### config.mk
export PLATFORM = sky130hd
export DESIGN_NAME = reg_dump_reader
export DESIGN_NICKNAME = d
export VERILOG_FILES = /design/src/rtl/reg_dump_reader.sv
export SDC_FILE = /design/constraint.sdc
export NUM_CORES = 1
export LEC_CHECK = 0
export BUFFER_PORTS_ARGS = -buffer_cell sky130_fd_sc_hd__buf_2
export CORE_MARGIN = 4
export CORE_UTILIZATION = 38
export CTS_CLUSTER_DIAMETER = 30
export DETAILED_ROUTE_END_ITERATION = 8
export PLACE_DENSITY = 0.7
export SETUP_SLACK_MARGIN = 0.02
export SLEW_MARGIN = 20
export SYNTH_ARGS = -nofsm -noshare
export SYNTH_HDL_FRONTEND = slang
export SYNTH_SLANG_ARGS = --single-unit
### constraint.sdc
create_clock -name clk -period 2.5 [get_ports clk]
set_clock_uncertainty 0.15 [all_clocks]
set_input_delay 0.5 -clock clk [delete_from_list [all_inputs] [get_ports clk]]
set_output_delay 0.5 -clock clk [all_outputs]
set_load 0.01 [all_outputs]
### src/rtl/reg_dump_reader.sv
// Debug register-file dumper: walks one read port over [FIRST_REG, LAST_REG], streams
// {addr, data} words on a valid/ready port and keeps a running XOR checksum.
module reg_dump_reader #(
    parameter int DATA_W    = 64,
    parameter int ADDR_W    = 5,
    parameter int FIRST_REG = 0,
    parameter int LAST_REG  = 31
) (
    input  logic              clk,
    input  logic              rst_n,
    input  logic              start,
    input  logic              abort,
    output logic [ADDR_W-1:0] rd_addr,
    input  logic [DATA_W-1:0] rd_data,
    output logic              out_valid,
    input  logic              out_ready,
    output logic [ADDR_W-1:0] out_addr,
    output logic [DATA_W-1:0] out_data,
    output logic              busy,
    output logic              done,
    output logic [DATA_W-1:0] checksum
);

    if (FIRST_REG < 0 || FIRST_REG > LAST_REG || LAST_REG > (2**ADDR_W) - 1) begin : g_bad_range
        $error("reg_dump_reader: register range out of bounds");
    end

    localparam logic [1:0] S_IDLE  = 2'd0;
    localparam logic [1:0] S_FETCH = 2'd1;
    localparam logic [1:0] S_SEND  = 2'd2;
    localparam logic [1:0] S_DONE  = 2'd3;

    localparam logic [ADDR_W-1:0] L_FIRST = ADDR_W'(FIRST_REG);
    localparam logic [ADDR_W-1:0] L_LAST  = ADDR_W'(LAST_REG);

    logic [1:0]        r_state;
    logic [ADDR_W-1:0] r_cnt;
    logic              r_valid;
    logic [ADDR_W-1:0] r_out_addr;
    logic [DATA_W-1:0] r_out_data;
    logic [DATA_W-1:0] r_checksum;
    logic              w_accept;

    assign w_accept = r_valid && out_ready;

    always_ff @(posedge clk) begin
        if (!rst_n) begin
            r_state    <= S_IDLE;
            r_cnt      <= '0;
            r_valid    <= 1'b0;
            r_out_addr <= '0;
            r_out_data <= '0;
            r_checksum <= '0;
        end else begin
            case (r_state)
                S_IDLE: begin
                    if (start && !abort) begin
                        r_cnt      <= L_FIRST;
                        r_checksum <= '0;
                        r_state    <= S_FETCH;
                    end
                end
                S_FETCH: begin
                    if (abort) begin
                        r_valid <= 1'b0;
                        r_state <= S_IDLE;
                    end else begin
                        r_out_data <= rd_data;
                        r_out_addr <= r_cnt;
                        r_valid    <= 1'b1;
                        r_state    <= S_SEND;
                    end
                end
                S_SEND: begin
                    // abort beats a same-cycle handshake: the word is dropped uncounted
                    if (abort) begin
                        r_valid <= 1'b0;
                        r_state <= S_IDLE;
                    end else if (w_accept) begin
                        r_checksum <= r_checksum ^ r_out_data;
                        r_valid    <= 1'b0;
                        if (r_cnt == L_LAST) begin
                            r_state <= S_DONE;
                        end else begin
                            r_cnt   <= r_cnt + 1'b1;
                            r_state <= S_FETCH;
                        end
                    end
                end
                default: begin
                    r_valid <= 1'b0;
                    r_state <= S_IDLE;
                end
            endcase
        end
    end

    assign rd_addr   = r_cnt;
    assign out_valid = r_valid;
    assign out_addr  = r_out_addr;
    assign out_data  = r_out_data;
    assign checksum  = r_checksum;
    assign busy      = (r_state != S_IDLE);
    assign done      = (r_state == S_DONE) && !abort;

endmodule

After elaboration in Yosys (flattened, before gate mapping)
Index checks and enable logic that the tools add are counted.
Word-level totals
  register bits: 141
  input bits: 69
  output and inout bits: 141
  logic and storage cells: 50
Operators by class
  add/sub/neg operators: 1
  equality and inequality tests: 9
  muxes and demuxes: 19
  bitwise operators: 3
  reduce and logical (&&, ||, !) cells: 12
Operators by type and width (count)
  $mux 64: 3
  $pmux 64 s2: 1
  $xor 64x64->64: 1
  $mux 5: 4
  $mux 2: 5
  $pmux 5 s2: 1
  $ne 2x2->1 const B: 4
  $pmux 2 s3: 1
  $reduce_and 2->1: 3
  $add 5x1->5 const B: 1
  $eq 5x5->1 const B: 1
  $reduce_and 5->1: 1
  $eq 2x2->1 const B: 2
  $reduce_and 4->1: 1
  $reduce_bool 2->1: 2
  $logic_and 1x1->1: 3
  $mux 1: 3
  $ne 3x3->1 const B: 1
  $pmux 1 s3: 1
  $eq 2x1->1 const B: 1
  $logic_not 2->1: 1
  $not 1->1: 2
  $logic_not 1->1: 1

Logic depth before layout (Yosys ltp)
Gate-level depths: netlist of the first run.
  depth after elaboration: 5
  mapped depth: 7

Worst setup path before layout of the first run
No wires, ideal clock.
  path type: reg2reg
  start: register r_cnt[0] (netlist: rd_addr[0])
  end: register r_cnt[3] (netlist: rd_addr[3])
  arrival time: 1712 ps
  setup slack: 559 ps
  stages on the path, launching flop included: 7
  path buffers: 0
  clock period less this slack: 1941 ps
  path through: dfxtp_1 -> ha_1 -> and3_1 -> ha_1 -> nor3b_1 -> or4b_1 -> o211ai_1
On the way
  longest elaborated chain between the ends: 5
  elaborated cells between the ends (all ways): 8
RTL lines
  start: declaration: RTL line 37  | logic [ADDR_W-1:0] r_cnt;
  start signal: assignment: RTL line 85  | r_cnt <= r_cnt + 1'b1;
  $add 5x1->5: RTL line 85
  $mux 5: RTL line 82  | if (r_cnt == L_LAST) begin
  $mux 5: RTL line 79  | end else if (w_accept) begin
  $mux 5: RTL line 76  | if (abort) begin
  $pmux 5 s2: RTL line 55  | case (r_state)
Parallel ways exist; a longest one is shown, timed or not. The select of a mux whose other input is x is not followed.
A chain may end at the register's enable or synchronous reset.

Worst setup path in the final report of the first run
  start: register r_state[1]
  end: output busy
On the way
  longest elaborated chain between the ends: 1
RTL lines
  start: declaration: RTL line 36  | logic [1:0] r_state;
  start signal: assignment: RTL line 48  | r_state <= S_IDLE;
  start signal: assignment: RTL line 60  | r_state <= S_FETCH;
  start signal: assignment: RTL line 66  | r_state <= S_IDLE;
  $reduce_bool 2->1: RTL line 103  | assign busy = (r_state != S_IDLE);
  end: declaration: RTL line 19  | output logic busy,
Every way passes these cells.

==> summary.md, run 1 <==
| Metric | Value |
|---|---|
| Pwr Total | `5.30 mW` |
| Synth unique cells | `42` |
| Via/cell ratio | `5.33` |
| Cell Area, Synth | `6270 um2` |
| Inst Count DP | `1087` |
| Routed length per instance | `16.5 um` |
| DRT iter0 DRCs | `324` |
| Total gr overflow | `0` |
| Crit Path Category | `reg2out` |
| Vias in the first global route | `5698` |
| Yosys warnings | `0` |
| Port Buffer Count | `209` |
| Post-CTS Resized | `0` |
| Peak supply drop | `569 uV` |
| Initial antenna violation count | `0` |
| Final Instance Count excl. Fillers | `1119` |
| Max-slew violations | `0` |
| Total GRT Usage | `19.7%` |
| IO Pins | `210` |
| Final TNS setup | `0 ps` |
| Chip width | `136 um` |
| Leakage Power | `3.35 nW` |
| Core ar. | `16000 um2` |
| # rows | `46` |
| Actual slew at the worst max-slew pin | `916 ps` |
| CTS tree | `built` |
| Critical path fanouts, max | `28` |
| Final worst slack | `221 ps` |
| Num CTS Buffers | `17` |
| GP Congestion | `0.730` |
| Relative slew margins | `38.9%` |
| Most common flop cell mapped by yosys | `dfxtp_1` |
| Syn_nets | `788` |
| DPL Wire Length | `11900 um` |
| Final setup viols | `0` |
| Initial Util | `39.2%` |
| Req. time, crit path | `1850 ps` |
| DR vias | `5969` |
| Commonest cells after routing, fill and taps aside | `208 x buf_2, 177 x nand2_1, 140 x dfxtp_1, 59 x a21boi_0, 36 x o211ai_1` |
| Drt first pass iters | `4` |
| Ant. Diodes | `0` |
| Min-delay worst type | `in2reg` |
| Cells after Synth | `717` |
| Worst slack, placed | `395 ps` |
| CP peak stage delay | `510 ps` |
| Hold Vio Cnt, Final | `0` |
| Ratio of cells with drive above 1 in the final layout | `29.9%` |
| Tcrit/Tclk final | `91.2%` |
| Largest net degree at the start of global routing | `101` |
| Startpoint Class | `flop` |
| Post-synth EDFFs | `0` |
| Syn Area/Cell | `8.75 um2` |
| Sequential element share of the synthesized area | `45.0%` |
| CP max stage cell | `dfxtp_2` |
| Layout Area Growth over Synthesis | `28.6%` |
| Worst-path cell chain | `buf_4, or2_2, buf_2` |
| Peak Freq | `0.439 GHz` |
| H-tree depth | `4` |
| First-pass GRT wire length | `29400 um` |
| Commonest non-fill, non-tap cell in the layout | `buf_2` |
| Status | `completed` |
| RSZ-0062 raised after global routing | `false` |
| Layout Utilization | `50.4%` |
| PwrDens | `657 nW/um2` |
| DRC | `0` |
| Die Height | `136 um` |
| Clk slew on worst S/H paths | `60 ps` |
| Clk sinks | `141` |
| Postcts setup bufs | `0` |
| Clock Path Buffers | `2` |
| Post-route design area | `8070 um2` |
| Post-synthesis register bit count | `141` |
| Worst EP arrival | `1630 ps` |
| Final wirelength | `18500 um` |
| Antenna Nets Post-Route | `0` |
| Hold_buf cts | `0` |
| Die Area | `18600 um2` |
| Final min period | `2280 ps` |
| Final #Nets | `961` |
| Fin Hold WS | `166 ps` |
| Max-cap violations | `0` |
| Clock latency on the worst-skew pair | `420 ps` |
| Ys async rst share | `0%` |
| Crit path capture type | `output pin` |
| Root buffer cell | `clkbuf_16` |
| DP Area | `7430 um2` |
==> final timing paths <==
path                                          startpoint                   endpoint  slack [ps]  cells after the start
worst max register to register   r_state[0]$_SDFFE_PN0P_   checksum[3]$_SDFFE_PN0P_         400                      4
worst min-delay path                         rd_data[30]  out_data[30]$_SDFFE_PN0P_         170                      3
worst min register to register  out_addr[0]$_SDFFE_PN0P_   out_addr[0]$_SDFFE_PN0P_         310                      2
worst max-delay path             r_state[1]$_SDFFE_PN0P_                       busy         220                      3
==> flip-flops by register name, summed over array words and instances, names as in the netlist <==
name and flops:
out_data 64, rd_addr 5, checksum 64, out_valid 1
r_state 2, out_addr 5
==> kinds of logic after synthesis <==
family                   count (synthesis)  synth area share (%)
flip-flops                             141                  45.0
adder cells (fa/ha/maj)                  2                 0.399
buffers and inverters                  103                  7.02
multiplexers                             2                 0.319
AO/OA/AOI/OAI                          205                  26.8
AND/OR/NAND/NOR                        264                  20.5
==> power by group <==
part	switching, mW	internal, mW
logic	0.188	0.122
clock network	0.965	1.73
registers	0.0257	2.27
total	1.18	4.12
==> Yosys cell counts (2+ instances only) <==
| cell | instances | area share (%) |
|---|---|---|
| nand2_1 | 177 | 11 |
| dfxtp_1 | 141 | 45 |
| a21boi_0 | 59 | 7.1 |
| clkbuf_1 | 48 | 2.9 |
| o211ai_1 | 36 | 4.3 |
| and3_1 | 35 | 3.5 |
| inv_1 | 31 | 1.9 |
| a221oi_1 | 30 | 4.2 |
| nand3b_1 | 30 | 3.6 |
| o22ai_1 | 30 | 3.0 |
| o221a_1 | 29 | 5.2 |
| buf_2 | 16 | 1.3 |
| a21boi_1 | 10 | 1.2 |
| o221a_2 | 5 | 0.90 |
| buf_6 | 4 | 0.72 |
| nand2b_1 | 3 | 0.30 |
| a21oi_1 | 2 | 0.16 |
| ha_1 | 2 | 0.40 |
| mux2i_1 | 2 | 0.32 |
| nand3_1 | 2 | 0.16 |
| nor2_1 | 2 | 0.12 |
| nor3b_2 | 2 | 0.40 |
| or3b_1 | 2 | 0.28 |
==> area by class of cell <==
type                       count  area (um2)
fill                        1553        7940
multi-input combinational    473        3020
sequential                   141        2820
timing repair buffer         224        1190
clock buffer                  23         508
tap                          216         270
clock inverter                 9         130
inverter                      33         124
==> critical path: cells and delay by family, from the launching register on <==
kind | cells | cell delay (ps)
buffers and inverters | 2 | 520
flip-flops | 1 | 510
AND/OR/NAND/NOR | 1 | 170
==> per-layer routing <==
| metal | vias up | GRT usage (%) | routed length [um] |
|---|---|---|---|
| met5 | - | 0 | 0 |
| met2 | 193 | 31.1 | 8380 |
| met4 | 0 | 5.54 | 241 |
| li1 | 2926 | - | - |
| met1 | 2831 | 25.6 | 8250 |
| met3 | 19 | 6.74 | 1610 |
Note: power is estimated with default switching activity, not from simulation.
==> run 2: changes to the inputs <==
--- a/config.mk
+++ b/config.mk
@@ -5,6 +5,7 @@
 export SDC_FILE = /design/constraint.sdc
 export NUM_CORES = 1
 export LEC_CHECK = 0
+export ABC_AREA = 1
 export BUFFER_PORTS_ARGS = -buffer_cell sky130_fd_sc_hd__buf_2
 export CORE_MARGIN = 4
 export CORE_UTILIZATION = 38
==> constraint.sdc (replaced) <==
create_clock -name clk -period 2.5 [get_ports clk]
set_clock_uncertainty 0.15 [all_clocks]
set_input_delay 0.5 -clock clk [delete_from_list [all_inputs] [get_ports clk]]
set_output_delay 0.5 -clock clk [all_outputs]
set_load 0.005 [all_outputs]
==> summary.md, run 2 <==
| Metric | Value |
|---|---|
| DPL Wire Length | `12000 um (+0.58%)` |
| Syn_nets | `1049 (+33%)` |
| Highest routed layer | `met4` |
| Num CTS Buffers | `17 (unchanged)` |
| Initial Util | `39.3% (+0.079 points)` |
| Critical path fanouts, max | `7 (-75%)` |
| Total GRT Usage | `18.2% (-1.5 points)` |
| PwrDens | `688 nW/um2 (+4.7%)` |
| Post-synthesis register bit count | `141 (unchanged)` |
| Cell Area, Synth | `6610 um2 (+5.3%)` |
| Most numerous cell in the Yosys netlist | `nand2_1` |
| Port Buffer Count | `209 (unchanged)` |
| Ratio of cells with drive above 1 in the final layout | `23.1% (-6.8 points)` |
| Status | `completed` |
| Antenna Nets Post-Route | `0 (unchanged)` |
| Synth unique cells | `23 (-45%)` |
| Commonest non-fill, non-tap cell in the layout | `nand2_1` |
| Clk pwr share | `46.4% (-4.4 points)` |
| Sequential Power Share | `42.1% (-1.2 points)` |
| Die Height | `140 um (+2.5%)` |
| Die Area | `19600 um2 (+5.0%)` |
| Max-cap violations | `0 (unchanged)` |
| Final TNS setup | `0 ps (unchanged)` |
| Tcrit/Tclk final | `83.8% (-7.4 points)` |
| Largest net degree at the start of global routing | `71 (-30%)` |
| Relative slew margins | `44.7% (+5.8 points)` |
| Final min period | `2100 ps (-184 ps)` |
| Post-synth EDFFs | `0 (unchanged)` |
| Worst EP arrival | `1450 ps (-180 ps)` |
| DRC | `0 (unchanged)` |
| Yosys top cell area share | `42.7% (-2.3 points)` |
| Clk slew on worst S/H paths | `60 ps (about the same)` |
| Area of the multi-input gates | `2880 um2 (-4.8%)` |
| First-pass GRT wire length | `29800 um (+1.5%)` |
| Via/cell ratio | `4.74 (-11%)` |
| Gate power share | `11.5% (+5.7 points)` |
| Max-slew violations | `0 (unchanged)` |
| Most common flop cell mapped by yosys | `dfxtp_1` |
| Req. time, crit path | `1850 ps (about the same)` |
| Detailed-routed wire length on met3 | `1380 um (-14%)` |
| Min-delay worst type | `in2reg` |
| Routed length on met2 | `8130 um (-3.0%)` |
| Crit path capture type | `output pin` |
| Commonest cells after routing, fill and taps aside | `270 x nand2_1, 209 x buf_2, 141 x dfxtp_1, 137 x a21oi_1, 135 x inv_1` |
| Largest cells by area after synthesis | `dfxtp_1 43%, nand2_1 15%, a21oi_1 10%, inv_1 7.7%, o21ai_0 5.2%` |
| DRT iter0 DRCs | `314 (-3.1%)` |
| Filler Cell Count | `1731 (+11%)` |
| Root buffer cell | `clkbuf_16` |
| H-tree depth | `4 (unchanged)` |
| Total gr overflow | `0 (unchanged)` |
| IO Pins | `210 (unchanged)` |
| Final setup viols | `0 (unchanged)` |
| Peak Freq | `0.477 GHz (+8.8%)` |
| Clock Path Buffers | `2 (unchanged)` |
| Net Sw Frac | `25.4% (+3.2 points)` |
| Vias in the first global route | `6028 (+5.8%)` |
| Postcts setup bufs | `0 (unchanged)` |
| Final Instance Count excl. Fillers | `1396 (+25%)` |
| Initial antenna violation count | `2 (+2)` |
| Inst Count DP | `1363 (+25%)` |
| Startpoint Class | `flop` |
| Chip width | `140 um (+2.5%)` |
| Drt first pass iters | `5 (+1)` |
| Sequential element share of the synthesized area | `42.7% (-2.3 points)` |
| Leakage Power | `3.62 nW (+8.3%)` |
| Yosys warnings | `0 (unchanged)` |
| FF+latch area | `2820 um2 (about the same)` |
| Hold Vio Cnt, Final | `0 (unchanged)` |
| Syn Area/Cell | `6.75 um2 (-23%)` |
| Clk sinks | `141 (unchanged)` |
| CTS tree | `built` |
| Most frequent cells after synthesis | `270 x nand2_1, 141 x dfxtp_1, 138 x a21oi_1` |
| GP Congestion | `0.763 (+4.5%)` |
| DR vias | `6616 (+11%)` |
| Crit Path Category | `reg2out` |
| RSZ-0062 raised after global routing | `false` |
| Actual slew at the worst max-slew pin | `829 ps (-87.2 ps)` |
| Final wirelength | `18100 um (-2.3%)` |
| Ys async rst share | `0% (unchanged)` |
| Post-CTS Resized | `0 (unchanged)` |
| # rows | `47 (+2.2%)` |
| Clock latency on the worst-skew pair | `420 ps (about the same)` |
| Final #Nets | `1233 (+28%)` |
| NetSw | `1.44 mW (+22%)` |
| Flop2flop setup slack | `410 ps (about the same)` |
| Peak supply drop | `470 uV (-18%)` |
| Routed length per instance | `12.9 um (-22%)` |
| Core ar. | `16800 um2 (+5.1%)` |
| Yosys top cell by area | `dfxtp_1` |
| Layout Area Growth over Synthesis | `25.1%` |
| Hold_buf cts | `0 (unchanged)` |
| Metal-1 WL | `8210 um (-0.50%)` |
| Cells after Synth | `978 (+36%)` |
| Cell-internal power | `4.24 mW (+2.8%)` |
run 2: worst paths after layout:
| path | startpoint | end | depth (start not counted) |
|---|---|---|---|
| max reg2reg | rd_addr[0]$_SDFFE_PN0P_ | rd_addr[1]$_SDFFE_PN0P_ | 8 |
| min reg2reg | out_valid$_SDFFE_PN0P_ | out_valid$_SDFFE_PN0P_ | 2 |
| min | rd_data[61] | out_data[61]$_SDFFE_PN0P_ | 3 |
| max | r_state[1]$_SDFFE_PN0P_ | done | 3 |
run 2: through the flow:
stage                     cell area [um2]  power [mW]  hold WS, ps  setup slack [ps]  util, %
after floorplan                      6610        2.90          318               692        -
after global placement               7640        3.09          314               443     45.5
after detailed placement             7640        3.10          324               449     45.5
after CTS                            8260        5.76          185               374     49.1
after global routing                 8260        5.94          191               271     49.1
final                                8260        5.68          206               405     49.1
run 2: final cells by class:
cell class	instances	share of cell area, %
multi-input combinational	640	34.8
sequential	141	34.2
timing repair buffer	222	13.8
inverter	140	6.37
clock buffer	26	6.16
tap	220	3.33
clock inverter	5	1.26
antenna	2	0.0606
run 2: metal layers:
layer  vias to the layer above  global-route usage (%)
met5                         -                       0
met4                         0                    5.56
met3                        24                    5.83
met2                       205                    29.0
met1                      2955                    23.6
li1                       3432                       -
run 2: power by group through the flow:
stage	combinational [mW]	sequential, mW	clock (mW)
3_5_place_dp	0.658	2.44	0
3_3_place_gp	0.652	2.44	0
6_report	0.652	2.39	2.64
5_1_grt	0.734	2.40	2.80
2_1_floorplan	0.465	2.44	0
4_1_cts	0.661	2.39	2.71
run 2: kinds of logic (layout without fill, tap and decap cells):
kind of cell / after synthesis / count (layout) / share of synthesized area (%)
AOI/OAI and AO/OA: 209 / 209 / 15.9
other: 0 / 2 / 0
and+or+nand+nor: 429 / 429 / 27.1
adders and majority gates: 2 / 2 / 0.379
DFF: 141 / 141 / 42.7
buffers and inverters: 197 / 393 / 13.9
run 2: worst max-delay path: stages, from the launching register on:
cell	delay, ps
dfxtp_1	560
inv_1	120
nor3_1	190
buf_2	160
